<file path="src/rtl/dct_pkg.sv">
// Shared definitions for the 2-D DCT sequencing logic: row geometry,
// default engine timing and the row-issue FSM encoding.
package dct_pkg;

  localparam int ROW_W        = 96;  // 8 pixels x 12 bit
  localparam int ROW_GAP      = 8;   // row-stage DCT issue period in cycles
  localparam int MAX_INFLIGHT = 2;   // ping-pong transpose banks
  localparam int BLK_CNT_W    = 16;
  localparam int ROWS_PER_BLK = 8;
  localparam int ROW_IDX_W    = $clog2(ROWS_PER_BLK);

  typedef enum logic [1:0] {
    IDLE  = 2'd0,
    ISSUE = 2'd1,
    SPACE = 2'd2
  } seq_state_e;

  // Row index within a block, wrapping after the last row.
  function automatic logic [ROW_IDX_W-1:0] next_row(input logic [ROW_IDX_W-1:0] idx);
    if (idx == ROW_IDX_W'(ROWS_PER_BLK - 1)) begin
      return '0;
    end
    return idx + ROW_IDX_W'(1);
  endfunction

endpackage

</file>
<file path="src/rtl/dct_blk_credit.sv">
// Block credit tracker: counts blocks opened by the producer side and not
// yet closed by the consumer side. A consumer beat arriving with nothing in
// flight is an accounting error and raises a sticky flag instead of letting
// the counter underflow.
module dct_blk_credit
  import dct_pkg::*;
#(
  parameter int MAX_BLK = MAX_INFLIGHT,
  parameter int CNT_W   = $clog2(MAX_BLK + 1)
) (
  input  logic             sys_clk,
  input  logic             sys_rst_n,
  input  logic             blk_open,
  input  logic             blk_close,
  input  logic             consume_evt,
  output logic [CNT_W-1:0] inflight,
  output logic             credit_avail,
  output logic             has_blk,
  output logic             err_ovf
);

  localparam logic [CNT_W-1:0] MAX_CNT = CNT_W'(MAX_BLK);

  logic close_ok;

  assign has_blk      = (inflight != '0);
  assign credit_avail = (inflight < MAX_CNT);
  assign close_ok     = blk_close && has_blk;

  // Open and close on the same edge cancel; closes with nothing open are dropped.
  always_ff @(posedge sys_clk) begin
    if (!sys_rst_n) begin
      inflight <= '0;
      err_ovf  <= 1'b0;
    end else begin
      if (blk_open && !close_ok) begin
        inflight <= inflight + CNT_W'(1);
      end else if (close_ok && !blk_open) begin
        inflight <= inflight - CNT_W'(1);
      end
      if (consume_evt && !has_blk) begin
        err_ovf <= 1'b1;
      end
    end
  end

endmodule

</file>
<file path="src/rtl/dct_2d_seq_ctrl.sv">
// Sequencer for the row DCT -> transpose -> column DCT chain. Accepts rows
// from upstream, issues them to the row engine at its row period, and keeps
// whole blocks in flight within the transpose bank count.
//
// state | meaning
// IDLE  | no transpose bank free for a new block; hold off upstream
// ISSUE | ready for a row; waits here indefinitely for in_valid
// SPACE | row just issued; counting down the row-engine period
module dct_2d_seq_ctrl #(
  parameter int ROW_W        = dct_pkg::ROW_W,
  parameter int ROW_GAP      = dct_pkg::ROW_GAP,
  parameter int MAX_INFLIGHT = dct_pkg::MAX_INFLIGHT,
  parameter int BLK_CNT_W    = dct_pkg::BLK_CNT_W
) (
  input  logic                                  sys_clk,
  input  logic                                  sys_rst_n,
  input  logic                                  in_valid,
  input  logic [ROW_W-1:0]                      in_data,
  output logic                                  in_ready,
  output logic                                  dct_start,
  output logic [ROW_W-1:0]                      dct_data,
  input  logic                                  col_en,
  output logic [2:0]                            out_row_idx,
  output logic                                  block_done,
  output logic [$clog2(MAX_INFLIGHT+1)-1:0]     inflight,
  output logic [BLK_CNT_W-1:0]                  blk_cnt,
  output logic                                  busy,
  output logic                                  err_ovf
);

  import dct_pkg::*;

  localparam int               INF_W      = $clog2(MAX_INFLIGHT + 1);
  localparam int               GAP_W      = 8;
  // The accept cycle and the cycle that sees gap_cnt == 0 both count toward
  // the period, so the down-counter reloads with two less than the gap.
  localparam logic [GAP_W-1:0] GAP_RELOAD = GAP_W'(ROW_GAP - 2);
  localparam logic [2:0]       LAST_ROW   = 3'(ROWS_PER_BLK - 1);

  seq_state_e       state;
  logic [2:0]       row_idx;
  logic [GAP_W-1:0] gap_cnt;

  logic accept;
  logic blk_open;
  logic blk_release;
  logic credit_avail;
  logic has_blk;

  assign in_ready    = (state == ISSUE);
  assign accept      = in_ready && in_valid;
  assign blk_open    = accept && (row_idx == 3'd0);
  assign blk_release = col_en && (out_row_idx == LAST_ROW) && has_blk;
  assign busy        = (inflight != '0) || (row_idx != 3'd0);

  // Row-issue FSM: capture the row, pulse start, then enforce the row period.
  always_ff @(posedge sys_clk) begin
    if (!sys_rst_n) begin
      state     <= IDLE;
      row_idx   <= 3'd0;
      gap_cnt   <= '0;
      dct_start <= 1'b0;
      dct_data  <= '0;
    end else begin
      dct_start <= 1'b0;
      case (state)
        IDLE: begin
          if (credit_avail) begin
            state <= ISSUE;
          end
        end
        ISSUE: begin
          if (in_valid) begin
            dct_data  <= in_data;
            dct_start <= 1'b1;
            row_idx   <= next_row(row_idx);
            gap_cnt   <= GAP_RELOAD;
            state     <= SPACE;
          end
        end
        SPACE: begin
          if (gap_cnt == '0) begin
            // Mid-block rows never need a new credit; only block starts do.
            if ((row_idx != 3'd0) || credit_avail) begin
              state <= ISSUE;
            end else begin
              state <= IDLE;
            end
          end else begin
            gap_cnt <= gap_cnt - GAP_W'(1);
          end
        end
        default: state <= IDLE;
      endcase
    end
  end

  // Column-stage tracking: output row position, completion pulse and count.
  always_ff @(posedge sys_clk) begin
    if (!sys_rst_n) begin
      out_row_idx <= 3'd0;
      block_done  <= 1'b0;
      blk_cnt     <= '0;
    end else begin
      block_done <= blk_release;
      if (col_en) begin
        out_row_idx <= next_row(out_row_idx);
      end
      if (blk_release) begin
        blk_cnt <= blk_cnt + BLK_CNT_W'(1);
      end
    end
  end

  dct_blk_credit #(
    .MAX_BLK (MAX_INFLIGHT),
    .CNT_W   (INF_W)
  ) u_credit (
    .sys_clk      (sys_clk),
    .sys_rst_n    (sys_rst_n),
    .blk_open     (blk_open),
    .blk_close    (blk_release),
    .consume_evt  (col_en),
    .inflight     (inflight),
    .credit_avail (credit_avail),
    .has_blk      (has_blk),
    .err_ovf      (err_ovf)
  );

endmodule

</file>
<file path="config.mk">
export PLATFORM = sky130hd
export DESIGN_NAME = dct_2d_seq_ctrl
export DESIGN_NICKNAME = d
export VERILOG_FILES = /design/src/rtl/dct_pkg.sv /design/src/rtl/dct_blk_credit.sv /design/src/rtl/dct_2d_seq_ctrl.sv
export SDC_FILE = /design/constraint.sdc
export NUM_CORES = 1
export LEC_CHECK = 0
export BUFFER_PORTS_ARGS = -buffer_cell sky130_fd_sc_hd__buf_2
export CAP_MARGIN = 20
export CORE_ASPECT_RATIO = 0.5
export CORE_MARGIN = 2
export CORE_UTILIZATION = 35
export CTS_BUF_LIST = sky130_fd_sc_hd__clkbuf_16
export DETAILED_ROUTE_END_ITERATION = 8
export PLACE_DENSITY = 0.61
export SYNTH_ARGS = -nofsm -noshare
export SYNTH_HDL_FRONTEND = slang
export SYNTH_SLANG_ARGS = --single-unit
export TNS_END_PERCENT = 100
</file>
<file path="constraint.sdc">
create_clock -name sys_clk -period 2.4 [get_ports sys_clk]
set_input_delay 0.12 -clock sys_clk [delete_from_list [all_inputs] [get_ports sys_clk]]
set_output_delay 0.12 -clock sys_clk [all_outputs]
set_load 0.05 [all_outputs]
</file>
==> metrics.cfg <==
[sta]
max_freq_mhz=484
fin_crit_ps=2070
fin_crit_sh_pct=86.1
finClkSkew_ps=8.15
rsz0062_at_grt=false
worstMarginPinSlew_ps=727
slew_headroom_pct=51.6
fin_setup_tns_ps=0
final_hold_viol_count=0
finalSetupViolCount=0
slew_viol_final=0

[setup_path]
startpoint_type=flop
cp_cell_sequence=ha_1 -> ha_1 -> o211a_4 -> inv_2 -> or4_4 -> or3_1 -> a21oi_1
crit_path_end_kind=flop
crit_path_end=blk_cnt[14]
crit_top_cell=ha_1
worstPathRequired_ps=2740
worstPathMaxFanout=6
rrSetupSlack_ps=330
worstPathArrival_ps=2400
critical-path-slowest-cell=or4_4
rr_worst_depth=7
r2r-end=blk_cnt[14]
max_stage_delay_ps=550
path_class=flop to flop
crit_start=out_row_idx[0]
r2r_start=out_row_idx[0]

[finish]
syn2layout_area_growth_pct=56.1
nets=1031
layout-drive-gt1-share_pct=28.5
final_util_pct=56.8
n_antenna_cell=0

[clocking]
clock-sinks=133
ctsHoldBuffers=96
cts_setup_buffers=0
cts_tree=yes
h-tree-depth=4
clk_latency_ps=410
cts_resized=0
clk_pin_slew_ps=60
clock_path_buffers=2
numCtsBuffers=17
cts_root_buf=clkbuf_16

[yosys]
syn-num-nets=727
synth.avg_cell_area_sq_um=8.11
synth_area_sq_mm=0.00501
synth_top_area_cell=dfxtp_1
synth-seq-area-share_pct=53.1
synth-edff-count=0
synth_cell_types=38
async_flop_share_pct=0
netlist.area_leader.share_pct=53.1
ys.flop_type=dfxtp_1
yosys-top-cells-count=nand2_1 (213), dfxtp_1 (133), a21oi_1 (114)
syn_inst=618
synthMostInstantiatedCell=nand2_1
synth_area_leaders=dfxtp_1 (53%), nand2_1 (16%), a21oi_1 (11%)
synth-seq-cells=133
yosysWarnings=0

[global_routing]
grt_pass1_wl_microns=22500
grt_pass1_vias=4756
antenna_found_initial=0
overflow=0
grt_max_degree=125
grt_usage_pct=18.1

[pwr]
peakVddDrop_uv=449
p_comb_share_pct=20.7
switching_share_pct=31.0
power_density_mw_per_mm2=795
pwr-share-seq_pct=39.3
p_switching_mw=1.93
power_mw=6.22
p_int_mw=4.29
pwr-share-clk_pct=40.0
p_leak_nw=3.51

[floorplan]
dieArea_sq_mm=0.0153
io_pins=222
fp.dieH_microns=88.6
rows=30
initial_core_util_pct=36.4
core_sq_mm=0.0138
die_width_microns=173

[placement]
io_buffers=221
hpwl_microns=8510
gp_congestion=0.743

[routing]
drt_iter0_drc=252
remaining_drc_errors=0
dr.pass1.iters=6
drt-vias-per-instance=4.55
routed_wl_microns=14100
avgRoutedWirePerCell_microns=12.5
routed-via-count=5121
ant_nets=0

[worst_hold_path]
holdCritStartpoint=sys_rst_n
hp-class=input port to flop
hold_path_depth=2

[outcome]
outcome=complete, no violations

[flow_run]
cap_violations=0

how the worst min path moves through the flow:
| stage | end | slack [ps] |
|---|---|---|
| 3_5_place_dp | dct_data[23] | 370 |
| 6_report | state[0] | 40 |
| 4_1_cts | state[0] | 30 |
| 3_3_place_gp | dct_data[43] | 360 |
| 5_1_grt | state[0] | 40 |
| 2_1_floorplan | dct_data[0] | 260 |
cell families after synthesis:
| kind of cell | synth area share (%) |
|---|---|
| xor+xnor | 1.92 |
| simple gates | 23.2 |
| mux | 2.20 |
| buf+inv | 3.95 |
| compound gates | 13.4 |
| flops | 53.1 |
| fa+ha+maj | 2.25 |
state kept, by name, summed over array words and instances, names as in the netlist:
signal and count:
row_idx 3, u_credit.inflight 2, dct_start 1, out_row_idx 3, gap_cnt 8, block_done 1, dct_data 96, state 2
u_credit.err_ovf 1, blk_cnt 16
routing by layer:
| metal | vias to the layer above | wire length [microns] | track usage, % |
|---|---|---|---|
| li1 | 2634 | - | - |
| met1 | 2345 | 6210 | 21.3 |
| met2 | 116 | 6930 | 32.0 |
| met3 | 26 | 628 | 5.07 |
| met4 | 0 | 292 | 6.93 |
| met5 | - | 0 | 0 |
final cells by class:
cell class | count | area, sq um
repair buffers | 325 | 2160
clock buffers | 17 | 425
multi-input cells | 435 | 2150
fillers | 1254 | 5950
inverters | 10 | 38.8
clock inverters | 14 | 138
well taps | 192 | 240
flip-flops and latches | 133 | 2660
power groups by stage:
stage | Clock (mW) | Sequential (mW) | Combinational (mW)
after floorplan | 0 | 2.90 | 0.427
final | 2.49 | 2.44 | 1.29
after global placement | 0 | 2.48 | 1.16
after global routing | 2.66 | 2.46 | 1.38
after detailed placement | 0 | 2.49 | 1.16
after CTS | 2.55 | 2.44 | 1.29
per-stage QoR:
step | setup slack [ps] | hold WS (ps) | std cells | instance area [sq um]
after floorplan | 49.9 | 256 | 618 | 5010
after global placement | 365 | 359 | 999 | 6300
after detailed placement | 347 | 367 | 999 | 6300
after CTS | 326 | 26.7 | 1126 | 7820
after global routing | 170 | 42.3 | 1126 | 7820
final | 334 | 40.8 | 1126 | 7820
critical path: cells and delay by family (launching register included):
family / cells / cell delay [ps]
and+or+nand+nor: 2 / 910
DFF: 1 / 370
adders and majority gates: 2 / 330
buffers and inverters: 1 / 40
AOI/OAI and AO/OA: 2 / 340
cell usage in the layout, fill, tap and decap left out, types with 2 or more instances in the layout:
master,n
buf_2,221
nand2_1,213
dfxtp_1,133
a21oi_1,114
dlygate4sd3_1,96
nor2_1,21
clkbuf_16,17
mux2i_1,11
nand2b_1,10
ha_1,9
inv_1,8
nand3_1,8
xnor2_1,6
nor3_1,5
xor2_1,5
o21ai_0,5
or3_1,5
clkinvlp_4,5
buf_4,5
clkinv_2,4
nor2b_1,3
buf_12,3
a2111oi_0,2
nand4_1,2
bufinv_16,2
clkinv_1,2
(Power assumes the default switching activity.)
